[src/rtl/qmax_finder.sv]
// Greedy-action search: reads every action's Q-value for one state from the
// Q-table and reports the signed maximum together with the action achieving it.
module qmax_finder #(
  parameter int STATE_WIDTH  = 17,
  parameter int ACTION_WIDTH = 2,
  parameter int ADDR_WIDTH   = 19,
  parameter int DATA_WIDTH   = 32
) (
  input  logic                    i_clk,
  input  logic                    i_rst,
  input  logic                    i_start,
  input  logic [STATE_WIDTH-1:0]  i_state,
  output logic                    o_busy,
  output logic                    o_done,
  output logic [DATA_WIDTH-1:0]   o_qmax,
  output logic [ACTION_WIDTH-1:0] o_amax,
  output logic                    o_read_en,
  output logic [ADDR_WIDTH-1:0]   o_addr_r,
  input  logic [DATA_WIDTH-1:0]   i_q_data
);

  localparam logic [ACTION_WIDTH-1:0] LAST_ACT = '1;
  localparam logic [ACTION_WIDTH-1:0] ACT_ONE  = 1;

  typedef enum logic [1:0] {S_IDLE, S_READ, S_DRAIN, S_DONE} state_t;

  state_t                         state_q, state_d;
  logic [STATE_WIDTH-1:0]         state_reg_q, state_reg_d;
  logic                           read_en_q, read_en_d;
  logic [ADDR_WIDTH-1:0]          addr_q, addr_d;
  logic                           vld_p1_q, vld_p1_d;
  logic [ACTION_WIDTH-1:0]        act_p1_q, act_p1_d;
  logic signed [DATA_WIDTH-1:0]   run_max_q, run_max_d;
  logic [ACTION_WIDTH-1:0]        run_arg_q, run_arg_d;
  logic signed [DATA_WIDTH-1:0]   qmax_q, qmax_d;
  logic [ACTION_WIDTH-1:0]        amax_q, amax_d;
  logic [ACTION_WIDTH-1:0]        cur_act;

  assign cur_act = addr_q[ACTION_WIDTH-1:0];

  // Stage p0: sequencing and read-address generation
  always_comb begin
    state_d     = state_q;
    state_reg_d = state_reg_q;
    read_en_d   = 1'b0;
    addr_d      = addr_q;
    case (state_q)
      S_IDLE, S_DONE: begin
        if (i_start) begin
          state_d     = S_READ;
          state_reg_d = i_state;
          read_en_d   = 1'b1;
          addr_d      = {i_state, {ACTION_WIDTH{1'b0}}};
        end else begin
          state_d = S_IDLE;
        end
      end
      S_READ: begin
        if (cur_act == LAST_ACT) begin
          state_d = S_DRAIN;
        end else begin
          read_en_d = 1'b1;
          addr_d    = {state_reg_q, cur_act + ACT_ONE};
        end
      end
      S_DRAIN: state_d = S_DONE;
      default: state_d = S_IDLE;
    endcase
  end

  // Stage p1: tags meet returning data; action 0 always seeds the running max
  always_comb begin
    vld_p1_d  = read_en_q;
    act_p1_d  = cur_act;
    run_max_d = run_max_q;
    run_arg_d = run_arg_q;
    if (vld_p1_q) begin
      if (act_p1_q == '0 || $signed(i_q_data) > run_max_q) begin
        run_max_d = $signed(i_q_data);
        run_arg_d = act_p1_q;
      end
    end
    qmax_d = qmax_q;
    amax_d = amax_q;
    if (state_q == S_DRAIN) begin
      qmax_d = run_max_d;
      amax_d = run_arg_d;
    end
  end

  always_ff @(posedge i_clk) begin
    if (i_rst) begin
      state_q     <= S_IDLE;
      state_reg_q <= '0;
      read_en_q   <= 1'b0;
      addr_q      <= '0;
      vld_p1_q    <= 1'b0;
      act_p1_q    <= '0;
      run_max_q   <= '0;
      run_arg_q   <= '0;
      qmax_q      <= '0;
      amax_q      <= '0;
    end else begin
      state_q     <= state_d;
      state_reg_q <= state_reg_d;
      read_en_q   <= read_en_d;
      addr_q      <= addr_d;
      vld_p1_q    <= vld_p1_d;
      act_p1_q    <= act_p1_d;
      run_max_q   <= run_max_d;
      run_arg_q   <= run_arg_d;
      qmax_q      <= qmax_d;
      amax_q      <= amax_d;
    end
  end

  assign o_busy    = (state_q == S_READ) || (state_q == S_DRAIN);
  assign o_done    = (state_q == S_DONE);
  assign o_qmax    = qmax_q;
  assign o_amax    = amax_q;
  assign o_read_en = read_en_q;
  assign o_addr_r  = addr_q;

endmodule

[config.mk]
export PLATFORM = sky130hd
export DESIGN_NAME = qmax_finder
export DESIGN_NICKNAME = d
export VERILOG_FILES = /design/src/rtl/qmax_finder.sv
export SDC_FILE = /design/constraint.sdc
export NUM_CORES = 1
export LEC_CHECK = 0
export ABC_CLOCK_PERIOD_IN_PS = 2350
export CAP_MARGIN = 10
export CORE_ASPECT_RATIO = 0.9
export CORE_MARGIN = 3
export CORE_UTILIZATION = 45
export CTS_CLUSTER_SIZE = 20
export DETAILED_ROUTE_END_ITERATION = 6
export PLACE_DENSITY = 0.76
export SKIP_LAST_GASP = 1
export SYNTH_ARGS = -nofsm -noshare
export SYNTH_HDL_FRONTEND = slang
export SYNTH_SLANG_ARGS = --single-unit
[constraint.sdc]
create_clock -name i_clk -period 2.35 [get_ports i_clk]
set_input_delay 0.3525 -clock i_clk [delete_from_list [all_inputs] [get_ports i_clk]]
set_output_delay 0.3525 -clock i_clk [all_outputs]
set_load 0.02 [all_outputs]
-- Word level (Yosys, flattened, before mapping)
Cells that the tools add are included.
- bits in registers: 110
- bits in latches: 0
- RAM bits: 0
- ROM bits: 0
- output and inout bits: 56
- memories kept: 0
- add/subtract/negate cells: 1
- $mul: 0
- divide/modulo/power cells: 0
- magnitude comparators: 1
- equality and inequality tests: 7
- shift operators: 0
- multiplexer cells: 13
- bitwise gates (word level): 0
- reductions and logical operators: 8
- operators with widths (cell ; number):
    two-way mux 32 bit ; 2
    two-way mux 19 bit ; 2
    case mux 19 bit (2 select lines) ; 1
    greater-than comparator 32 bit ; 1
    equality test 2 bit (second input constant) ; 3
    two-way mux 2 bit ; 3
    inequality test 2 bit (second input constant) ; 3
    case mux 2 bit (3 select lines) ; 1
    logical NOT 2 bit ; 2
    two-way mux 1 bit ; 3
    AND reduction 3 bit ; 1
    adder 2 x 1 -> 2 bit (second input constant) ; 1
    equality test 2 x 1 -> 1 bit (second input constant) ; 1
    logical OR 1 bit ; 2
    case mux 1 bit (2 select lines) ; 1
    AND reduction 2 bit ; 1
    nonzero test 2 bit ; 1
    OR reduction 2 bit ; 1

-- Depth between registers and ports, before layout
Gate-level depths: netlist of the first run.
- depth after elaboration: 4
- mapped depth: 11
- gate-level depth less buffers: 9

-- Worst setup path after synthesis of the first run
Ideal clock, no wire load.
- path type: input to register
- from: input port i_q_data[14]
- to: register qmax_q[23], in the netlist o_qmax[23]
- library setup time: 0.091 ns
- data arrival time: 2.262 ns
- data required time: 2.259 ns
- path slack: -0.002 ns
- stages: 10
- buffers on the path: 2
- path through: ha_1 > a21oi_1 > nand2_1 > a221o_1 > o31ai_2 > o22a_1 > buf_4 > buf_4 > nand3_1 > a311oi_1
- longest elaborated chain between the ends: 4
- RTL lines (element ; RTL line ; source):
    from (decl) ; 19 ; input logic [DATA_WIDTH-1:0] i_q_data
    greater-than comparator 32 bit ; 78 ; if (act_p1_q == '0 || $signed(i_q_data) > run_max_q) begin
    logical OR 1 bit ; 78 ;
    two-way mux 32 bit ; 78 ;
    two-way mux 32 bit ; 77 ; if (vld_p1_q) begin
    to (signal assigned) ; 112 ; qmax_q <= qmax_d;
    to (decl) ; 35 ; logic signed [DATA_WIDTH-1:0] qmax_q, qmax_d;
Every way passes these cells.
A chain may end at the register's enable or synchronous reset.

-- Worst setup path in the final report of the first run
- from: register run_max_q[9]
- to: register qmax_q[11], in the netlist o_qmax[11]
- longest elaborated chain between the ends: 4
- RTL lines (element ; RTL line ; source):
    from (decl) ; 33 ; logic signed [DATA_WIDTH-1:0] run_max_q, run_max_d;
    from (signal assigned) ; 110 ; run_max_q <= run_max_d;
    greater-than comparator 32 bit ; 78 ;
    logical OR 1 bit ; 78 ;
    two-way mux 32 bit ; 78 ;
    two-way mux 32 bit ; 77 ;
Every way passes these cells.

==> results of run 1 <==
power by group:
group / internal [mW] / leakage [nW] / switching [mW]
logic: 1.72 / 1.59 / 2.15
registers: 2.40 / 0.906 / 0.307
clock network: 0.755 / 0.139 / 0.716
sequential cells by signal (all words and copies together), names as in the netlist:
register	count
o_qmax	32
run_max_q	32
o_addr_r	19
state_reg_q	17
act_p1_q	2
o_amax	2
run_arg_q	2
state_q	2
o_read_en	1
vld_p1_q	1
worst max-delay path: cells and delay by family, from the launching register on:
family / cells / cell delay, ps
AOI/OAI and AO/OA: 5 / 1020
adders and majority gates: 1 / 310
DFF: 1 / 330
and+or+nand+nor: 1 / 220
buffers and inverters: 4 / 590
stage by stage:
step           area [um^2]  hold slack [ps]
3_3_place_gp          6340              441
2_1_floorplan         5020              436
5_1_grt               7350              355
3_5_place_dp          6340              448
4_1_cts               6940              429
6_report              7350              352
final cells by class:
| type | instances | area, um^2 | share of cell area (%) |
|---|---|---|---|
| multi-input combinational | 394 | 3050 | 41.4 |
| tap | 148 | 185 | 2.52 |
| clock buffer | 10 | 239 | 3.25 |
| timing repair buffer | 149 | 1480 | 20.2 |
| inverter | 37 | 139 | 1.89 |
| sequential | 110 | 2220 | 30.1 |
| clock inverter | 6 | 43.8 | 0.595 |
synthesized netlist by cell type, drive strengths merged:
cell,number
o22ai,1
a311oi,34
o21bai,1
clkbuf,27
and2,1
a221o,1
nand3,37
o22a,1
dfxtp,110
a21oi,70
a2111oi,1
nor3b,2
o21ai,37
buf,15
nor4,2
nand3b,1
and4,1
a21o,1
o211ai,3
o31ai,1
nand4,9
nor2,59
nand2b,4
o32ai,1
a211oi,20
a21boi,3
ha,36
a31oi,1
mux2i,17
nand2,46
inv,37
nor2b,3
worst paths after layout:
kind | from | endpoint | slack, ps | cells after the start
max | run_max_q[9] | o_qmax[11] | -210 | 11
min reg2reg | state_reg_q[7] | state_reg_q[7] | 460 | 2
max reg2reg | run_max_q[9] | o_qmax[11] | -210 | 11
min | i_q_data[6] | run_max_q[6] | 350 | 3
layer usage:
layer	track usage, %	vias up	part of all wire [%]
met5	0	-	0
met4	6.28	0	2.0
met3	6.38	34	8.4
met2	37.7	218	49
met1	26.3	2342	40
li1	-	2325	-
kinds of logic (layout without fill, tap and decap cells):
family | count (synthesis) | count (layout) | share of synthesized area, %
AO/OA/AOI/OAI | 176 | 176 | 22.2
adder cells (fa/ha/maj) | 36 | 36 | 8.98
buffers and inverters | 79 | 202 | 6.58
flip-flops | 110 | 110 | 43.9
multiplexers | 17 | 17 | 3.39
AND/OR/NAND/NOR | 165 | 165 | 15.0
repair_timing:
action	CTS	global route
endpoints found under the setup margin	68	68
cloned	4	1
hold buffers	0	0
pin swaps	52	36
setup buffers	6	2
resized for setup	71	83
==> flow_summary.ini, run 1 <==
[run_status]
status = finished, violations left
violations = setup timing

[timing]
hold_viol = 0
skew_ps = 6.65
max_slew_margin_pct = 55.4
min_period_over_period_pct = 109
tns_ps = -6920
setup_violations = 65
fmax_mhz = 390
timing.final.ws_setup_ps = -213
post-route-min-period_ps = 2560
rsz0062_at_grt = yes
worstMarginPinSlew_ps = 668
timing.final.max_slew_violations = 0

[placement]
place_ws_ps = -659
gp_congestion = 0.839
post-dp-hpwl_um = 8960
portBuffers = 107
place_inst = 825

[clock_network]
cts_tree = built
cts_buffers = 9
clk_pin_slew_ps = 80
root_buffer = clkbuf_16
insertion_delay_ps = 350
clockBufferDepth = 2
htree_levels = 3
cts_num_sinks = 110

[global_routing]
globalRouteOverflowTotal = 0
grt_pass1_wl_um = 22800
antenna_found_initial = 0
grt_start_max_net_pins = 59
grt_pass1_vias = 4797
grt_usage_pct = 21.7

[final_layout]
final_util_pct = 69.7
fin_nets = 789
fillers = 774
num_antenna_cells = 0
area_growth_pct = 46.5
final_common_cell = dfxtp_1
final_cells = 854
mostFrequentLayoutCells = dfxtp_1 (98), clkdlybuf4s50_1 (75), a21oi_1 (64), nor2_1 (58), nand2_1 (45)
layout-drive-gt1-share_pct = 21.4

[logic_synthesis]
syn_inst = 583
synth_area_per_cell_um2 = 8.61
ys_types = 40
syn_nets = 671
yosysWarnings = 0
yosysTopAreaCellShare_pct = 43.9
synth_area_leaders = dfxtp_1 (44%), ha_1 (9.0%), a21oi_1 (7.0%)
synth_area_leader_cell = dfxtp_1
syn_area_mm2 = 0.00502
seq_area_frac_synth_pct = 43.9
ys_seq_elements = 110

[job]
maxCapViolCount = 0

[route]
initialDrtViolationCount = 341
drc = 0
wl_per_cell_um = 17.3
firstDrtPassIters = 6
dr_total_vias = 4919
via_per_inst = 5.76
wl_um = 14700
antenna_left = 0

[worst_setup_path]
cp_slowest_stage_delay_ps = 340
cp_max_fo = 7
crit_path_cell_trace = inv_1 -> ha_1 -> nand4_1 -> a2111oi_2 -> buf_4 -> o31ai_4 -> buf_6 -> o22ai_4 -> buf_6 -> o21ai_2 -> a311oi_1
end_kind = flip-flop
crit_arrival_ps = 2820
worst_path_most_repeated_cell = buf_6
cp.required_ps = 2600
critical_path_class = reg -> reg
start_kind = flip-flop
crit_slowest_cell = a2111oi_2

[floorplanning]
initial_utilization_pct = 47.6
num_io_pins = 108
die_height_um = 106
core_area_mm2 = 0.0106
row_count = 35
die_w_um = 117
dieArea_mm2 = 0.0125

[min_path]
hold_path.class = in -> reg

[power_and_ir_drop]
leakagePower_nw = 2.64
total_power_mw = 8.04
vdd_drop_max_mv = 0.731
power_density_mw_per_mm2 = 1090
Note: power is estimated with default switching activity, not from simulation.
==> run 2: changes to the inputs <==
ABC_AREA = 1   (was unset)
PLACE_DENSITY = 0.75   (was 0.76)
==> run 2 against run 1 <==
Against the previous run:
- critical endpoint is now o_qmax[22]
- routed wire length decreased by 6.8%
- first-iteration DRC count decreased by 30%
- the flow now finishes without violations
- critical path depth rose by 7
- clock power up 3%
- register-to-register slack gained 350 ps
- clock skew rose by 2.7 ps
- die area rose by 10%
- highest routed layer unchanged
==> flow_summary.ini, run 2 <==
[power_and_ir_drop]
total_power_mw = 8.30
power_density_mw_per_mm2 = 1100
switching_share_pct = 40.5
switching_power_mw = 3.36
p_seq_share_pct = 33.8
leakagePower_nw = 3.42
p_comb_share_pct = 47.8
clkPwrFrac_pct = 18.4
vdd_drop_max_mv = 0.637
p_int_mw = 4.93

[floorplanning]
row_count = 37
die_height_um = 112
initial_utilization_pct = 47.4
dieArea_mm2 = 0.0137
num_io_pins = 108
core_area_mm2 = 0.0118
die_w_um = 123

[worst_setup_path]
crit_slowest_cell = clkdlybuf4s50_1
crit_buf_inv = 3
start_kind = primary input
crit_path_cell_trace = clkdlybuf4s50_1 -> ha_4 -> nand2_1 -> nor2_4 -> nand2_1 -> inv_1 -> nand2_1 -> nand2_2 -> nand2_2 -> nand2_1 -> nand2_1 -> nand3_2 -> nand2_4 -> nand2_8 -> buf_12 -> nand2_4 -> nand3_2 -> a21oi_2
end_kind = flip-flop
worst-r2r-setup-slack_ps = 140
r2r-start = run_max_q[9]
crit_arrival_ps = 2580
r2r_cells = 18
cp_slowest_stage_delay_ps = 570
cp_top_family = simple AND/OR/NAND/NOR gates
worst_path_most_repeated_cell = nand2_1
rr_endpoint = o_qmax[22]
cp_max_fo = 8
critical_path_class = in -> reg
cp.required_ps = 2630

[clock_network]
htree_levels = 3
clockBufferDepth = 2
insertion_delay_ps = 350
cts_buffers = 9
cts_num_sinks = 110
hold_buffers = 0
cts_tree = built
clk_pin_slew_ps = 70
root_buffer = clkbuf_16

[route]
antenna_left = 0
dr_total_vias = 4785
drc = 0
wl_per_cell_um = 14.2
wl_um = 13700
initialDrtViolationCount = 238
firstDrtPassIters = 4
via_per_inst = 4.94

[global_routing]
grt_start_max_net_pins = 37
grt_usage_pct = 19.5
grt_pass1_vias = 4920
globalRouteOverflowTotal = 0
grt_pass1_wl_um = 21900
antenna_found_initial = 0

[timing]
hold_viol = 0
timing.final.max_slew_violations = 0
timing.final.ws_setup_ps = 54.9
skew_ps = 9.39
max_slew_margin_pct = 66.6
worstMarginPinSlew_ps = 500
post-route-min-period_ps = 2300
tns_ps = 0
min_period_over_period_pct = 97.7
setup_violations = 0
fmax_mhz = 436

[logic_synthesis]
seq_area_frac_synth_pct = 39.5
syn_nets = 782
synth_edf_count = 0
synth_area_leader_cell = dfxtp_1
ys_seq_elements = 110
synth-main-ff-cell = dfxtp_1
ys_types = 25
yosysTopAreaCellShare_pct = 39.5
syn_inst = 694
synthTopCellsByCount = inv_1 (111), dfxtp_1 (110), nand2_1 (95)
async_flop_share_pct = 0
synth_area_leaders = dfxtp_1 (40%), ha_1 (8.1%), inv_1 (7.5%)
syn_area_mm2 = 0.00557
yosysWarnings = 0
synth.most_common_cell = inv_1
synth_area_per_cell_um2 = 8.02

[min_path]
hold_path_startpoint = i_q_data[19]
hold_path.class = in -> reg
hold_path_end = run_max_q[19]
whs_path_depth = 5

[final_layout]
mostFrequentLayoutCells = dfxtp_1 (109), inv_1 (104), nand2_1 (90), clkdlybuf4s50_1 (90), nor2_1 (77)
layout-drive-gt1-share_pct = 23.3
area_growth_pct = 35.1
num_antenna_cells = 0
final_cells = 968
final_common_cell = dfxtp_1
fin_nets = 895

[placement]
gp_congestion = 0.820
place_ws_ps = -303
post-dp-hpwl_um = 9670
place_inst = 950
portBuffers = 107

[run_status]
status = complete, no violations

[job]
maxCapViolCount = 0
[run 2: cell count changes after synthesis, sizes merged, moves of 4 or more]
cell | previous run | this run
a211oi | 20 | 0
a21oi | 70 | 52
a311oi | 34 | 0
a31oi | 1 | 18
clkbuf | 27 | 20
inv | 37 | 117
mux2i | 17 | 0
nand2 | 46 | 127
nand2b | 4 | 0
nand3 | 37 | 72
nand4 | 9 | 2
nor2 | 59 | 82
[run 2: worst max path at each step]
| stage | from | end | slack, ps | cells after the start |
|---|---|---|---|---|
| 3_5_place_dp | i_q_data[3] | o_qmax[16] | -300 | 17 |
| 3_3_place_gp | i_q_data[5] | o_qmax[20] | -260 | 17 |
| 6_report | i_q_data[13] | o_qmax[22] | 50 | 18 |
| 2_1_floorplan | i_q_data[31] | o_qmax[30] | 370 | 13 |
| 5_1_grt | i_q_data[13] | o_qmax[22] | -70 | 18 |
| 4_1_cts | i_q_data[13] | o_qmax[16] | 40 | 15 |
[run 2: worst min-delay path, cell delays in order]
cell and delay [ps]:
dlymetal6s2s_1 110, inv_1 50, nand3_1 80, nand3_2 90
inv_1 70
[run 2: cell families (layout without fill, tap and decap cells)]
| kind of cell | count (synthesis) | after routing | synth area share (%) |
|---|---|---|---|
| AOI/OAI and AO/OA | 113 | 113 | 12.8 |
| and+or+nand+nor | 283 | 283 | 28.1 |
| DFF | 110 | 110 | 39.5 |
| buffers and inverters | 152 | 270 | 11.5 |
| adders and majority gates | 36 | 36 | 8.09 |
[run 2: repair_timing]
| item | CTS | global route |
|---|---|---|
| resized for setup | 0 | 60 |
| setup buffers | 0 | 2 |
| setup endpoints to repair | 0 | 68 |
[run 2: layer usage]
metal  GRT usage (%)  share of wire (%)  vias to the layer above
li1                -                  -                     2422
met5               0                  0                        -
met3            5.64                6.3                       11
met1            23.1                 43                     2225
met2            34.3                 50                      127
met4            5.02               0.89                        0
[run 2: cell type report]
class                   count  area [um^2]
fillers                   977         4240
multi-input cells         432         2950
flip-flops and latches    110         2200
repair buffers            137         1430
inverters                 117          439
clock buffers              10          239
well taps                 156          195
clock inverters             6         63.8
[run 2: through the flow]
stage / cell area (um^2) / utilization, % / hold slack (ps)
floorplan: 5570 / - / 451
global placement: 6940 / 59.0 / 445
detailed placement: 6940 / 59.0 / 444
CTS: 7240 / 61.6 / 453
global route: 7520 / 64.0 / 456
finish: 7520 / 64.0 / 443
[run 2: power groups by stage]
stage	logic, mW	registers, mW	clock network (mW)
3_3_place_gp	3.72	2.81	0
3_5_place_dp	3.83	2.83	0
6_report	3.97	2.80	1.52
5_1_grt	4.35	2.87	1.63
2_1_floorplan	1.94	3.23	0
4_1_cts	3.85	2.80	1.57
==> run 3: changes to the inputs <==
GPL_TIMING_DRIVEN = 0   (was unset)
==> run 3 against run 2 <==
Against the previous run:
- flip-flop and latch count did not move
- die area did not move
- non-clock buffer count rose by 9
- global-route usage rose by 0.057 points
- highest routed layer unchanged
- count of clock-buffer cells in the layout did not move
- clock skew fell by 3.3 ps
- via count rose by 2.4%
- core utilization rose by 0.18 points
- combinational power barely moved
==> flow_summary.ini, run 3 (synthesis results as in run 2) <==
[job]
maxCapViolCount = 0

[final_layout]
layout-drive-gt1-share_pct = 20.9
mostFrequentLayoutCells = inv_1 (109), dfxtp_1 (109), nand2_1 (91), clkdlybuf4s50_1 (88), nor2_1 (77)
num_antenna_cells = 0
fin_nets = 906
area_growth_pct = 35.5
final_cells = 979

[power_and_ir_drop]
power_density_mw_per_mm2 = 1110
clkPwrFrac_pct = 18.8
leakagePower_nw = 3.42
switching_power_mw = 3.35
p_seq_share_pct = 33.4
p_int_mw = 5.00
vdd_drop_max_mv = 0.809
switching_share_pct = 40.1
p_comb_share_pct = 47.8

[clock_network]
insertion_delay_ps = 340
cts_buffers = 9
cts_num_sinks = 110
clockBufferDepth = 2
cts_tree = built
htree_levels = 3
root_buffer = clkbuf_16
clk_pin_slew_ps = 70

[timing]
worstMarginPinSlew_ps = 788
timing.final.max_slew_violations = 0
hold_viol = 0
max_slew_margin_pct = 47.5
setup_violations = 0
post-route-min-period_ps = 2300
skew_ps = 6.08
fmax_mhz = 435
timing.final.ws_setup_ps = 49.7
min_period_over_period_pct = 97.9

[global_routing]
grt_pass1_wl_um = 21900
globalRouteOverflowTotal = 0
grt_usage_pct = 19.5
antenna_found_initial = 0
grt_pass1_vias = 4693
grt_start_max_net_pins = 19

[route]
firstDrtPassIters = 4
drc = 0
wl_um = 14100
via_per_inst = 5.01
antenna_left = 0
dr_total_vias = 4902
wl_per_cell_um = 14.4
initialDrtViolationCount = 215

[placement]
place_ws_ps = -441
portBuffers = 106
gp_congestion = 0.860
post-dp-hpwl_um = 9870
place_inst = 956

[worst_setup_path]
r2r_cells = 18
critical_path_class = in -> reg
crit_slowest_cell = clkdlybuf4s50_1
worst-r2r-setup-slack_ps = 70
rr_endpoint = o_qmax[11]
end_kind = flip-flop
r2r-start = run_max_q[17]
crit_path_cell_trace = clkdlybuf4s50_1 -> ha_4 -> nand2_1 -> inv_2 -> nand2_1 -> nand2_1 -> nand2_1 -> nand2_1 -> a21oi_2 -> nand2_1 -> nand2_2 -> nand3_4 -> nand2_8 -> nand2_8 -> clkbuf_16 -> nand2_4 -> nand3_2 -> a21oi_2
start_kind = primary input
worst_path_most_repeated_cell = nand2_1
crit_buf_inv = 3
crit_arrival_ps = 2580
cp_max_fo = 5
cp_slowest_stage_delay_ps = 520
cp.required_ps = 2630
cp_top_family = simple AND/OR/NAND/NOR gates

[run_status]
status = complete, no violations

[floorplanning]
row_count = 37
die_height_um = 112
core_area_mm2 = 0.0118
num_io_pins = 108
initial_utilization_pct = 47.4
die_w_um = 123
dieArea_mm2 = 0.0137

[min_path]
whs_path_depth = 2
hold_path_end = o_qmax[28]
hold_path_startpoint = i_rst
hold_path.class = in -> reg
-- run 3: cell types whose count changed in the layout (fill, tap and decap cells not counted), moves of 4 or more --
| cell | before | now |
|---|---|---|
| inv_2 | 13 | 8 |
| buf_4 | 22 | 4 |
| buf_2 | 0 | 6 |
| clkbuf_1 | 0 | 18 |
| nand3_2 | 35 | 31 |
| buf_12 | 7 | 3 |
| inv_1 | 104 | 109 |
-- run 3: metrics by stage --
step	instance area [um^2]	setup TNS, ps	utilization (%)	hold slack, ps	total power [mW]
6_report	7540	0	64.2	301	8.36
4_1_cts	7140	-25.1	60.7	280	8.17
3_5_place_dp	6830	-24690	58.0	420	6.57
3_3_place_gp	6830	-21870	58.0	414	6.46
5_1_grt	7540	-1010	64.2	309	8.91
2_1_floorplan	5570	0	-	451	5.18
-- run 3: area by class of cell --
class / count / area (um^2)
plain buffers: 35 / 220
clock buffers: 10 / 239
clock inverters: 6 / 68.8
fillers: 969 / 4210
inverters: 117 / 439
multi-input cells: 434 / 2980
flip-flops and latches: 110 / 2200
well taps: 156 / 195
repair buffers: 111 / 1200
-- run 3: worst register-to-register path, stage by stage, from the launching register on --
cell       delay, ps
dfxtp_1          320
inv_1             80
ha_1             320
nand2_1           70
nand2_1           50
nand2_1           50
nand2_1           50
nand2_1           60
nand2_1           60
a21oi_2          180
nand2_1           90
nand2_2           80
nand3_4           90
nand2_8          140
nand2_8          100
clkbuf_16        200
nand2_4           60
nand3_2           80
a21oi_2          130
-- run 3: per-layer routing --
metal / up-vias / wire [um] / track usage, %
li1: 2450 / - / -
met1: 2281 / 6110 / 25.2
met4: 0 / 173 / 4.28
met5: - / 0 / 0
met2: 154 / 6940 / 33.0
met3: 17 / 872 / 4.67
-- run 3: timing repair --
item	CTS	global route
pin swaps	0	22
setup endpoints to repair	40	87
hold buffers	0	0
gates resized for setup	3	60
gates cloned	0	5
buffers inserted	0	2
hold endpoints to repair	0	0
-- run 3: how the worst max path moves through the flow --
| stage | from | endpoint | slack, ps | cells past startpoint |
|---|---|---|---|---|
| finish | i_q_data[19] | o_qmax[11] | 50 | 18 |
| global route | i_q_data[22] | o_qmax[11] | -50 | 15 |
| CTS | i_q_data[27] | o_qmax[2] | -30 | 15 |
| detailed placement | i_q_data[15] | o_qmax[2] | -440 | 16 |
| global placement | i_q_data[27] | o_qmax[1] | -390 | 15 |
| floorplan | i_q_data[31] | o_qmax[30] | 370 | 13 |
-- run 3: power by group through the flow --
stage,logic (mW),registers [mW],clock network [mW]
global route,4.39,2.85,1.67
finish,3.99,2.79,1.57
CTS,3.77,2.79,1.60
floorplan,1.94,3.23,0
global placement,3.66,2.80,0
detailed placement,3.76,2.81,0
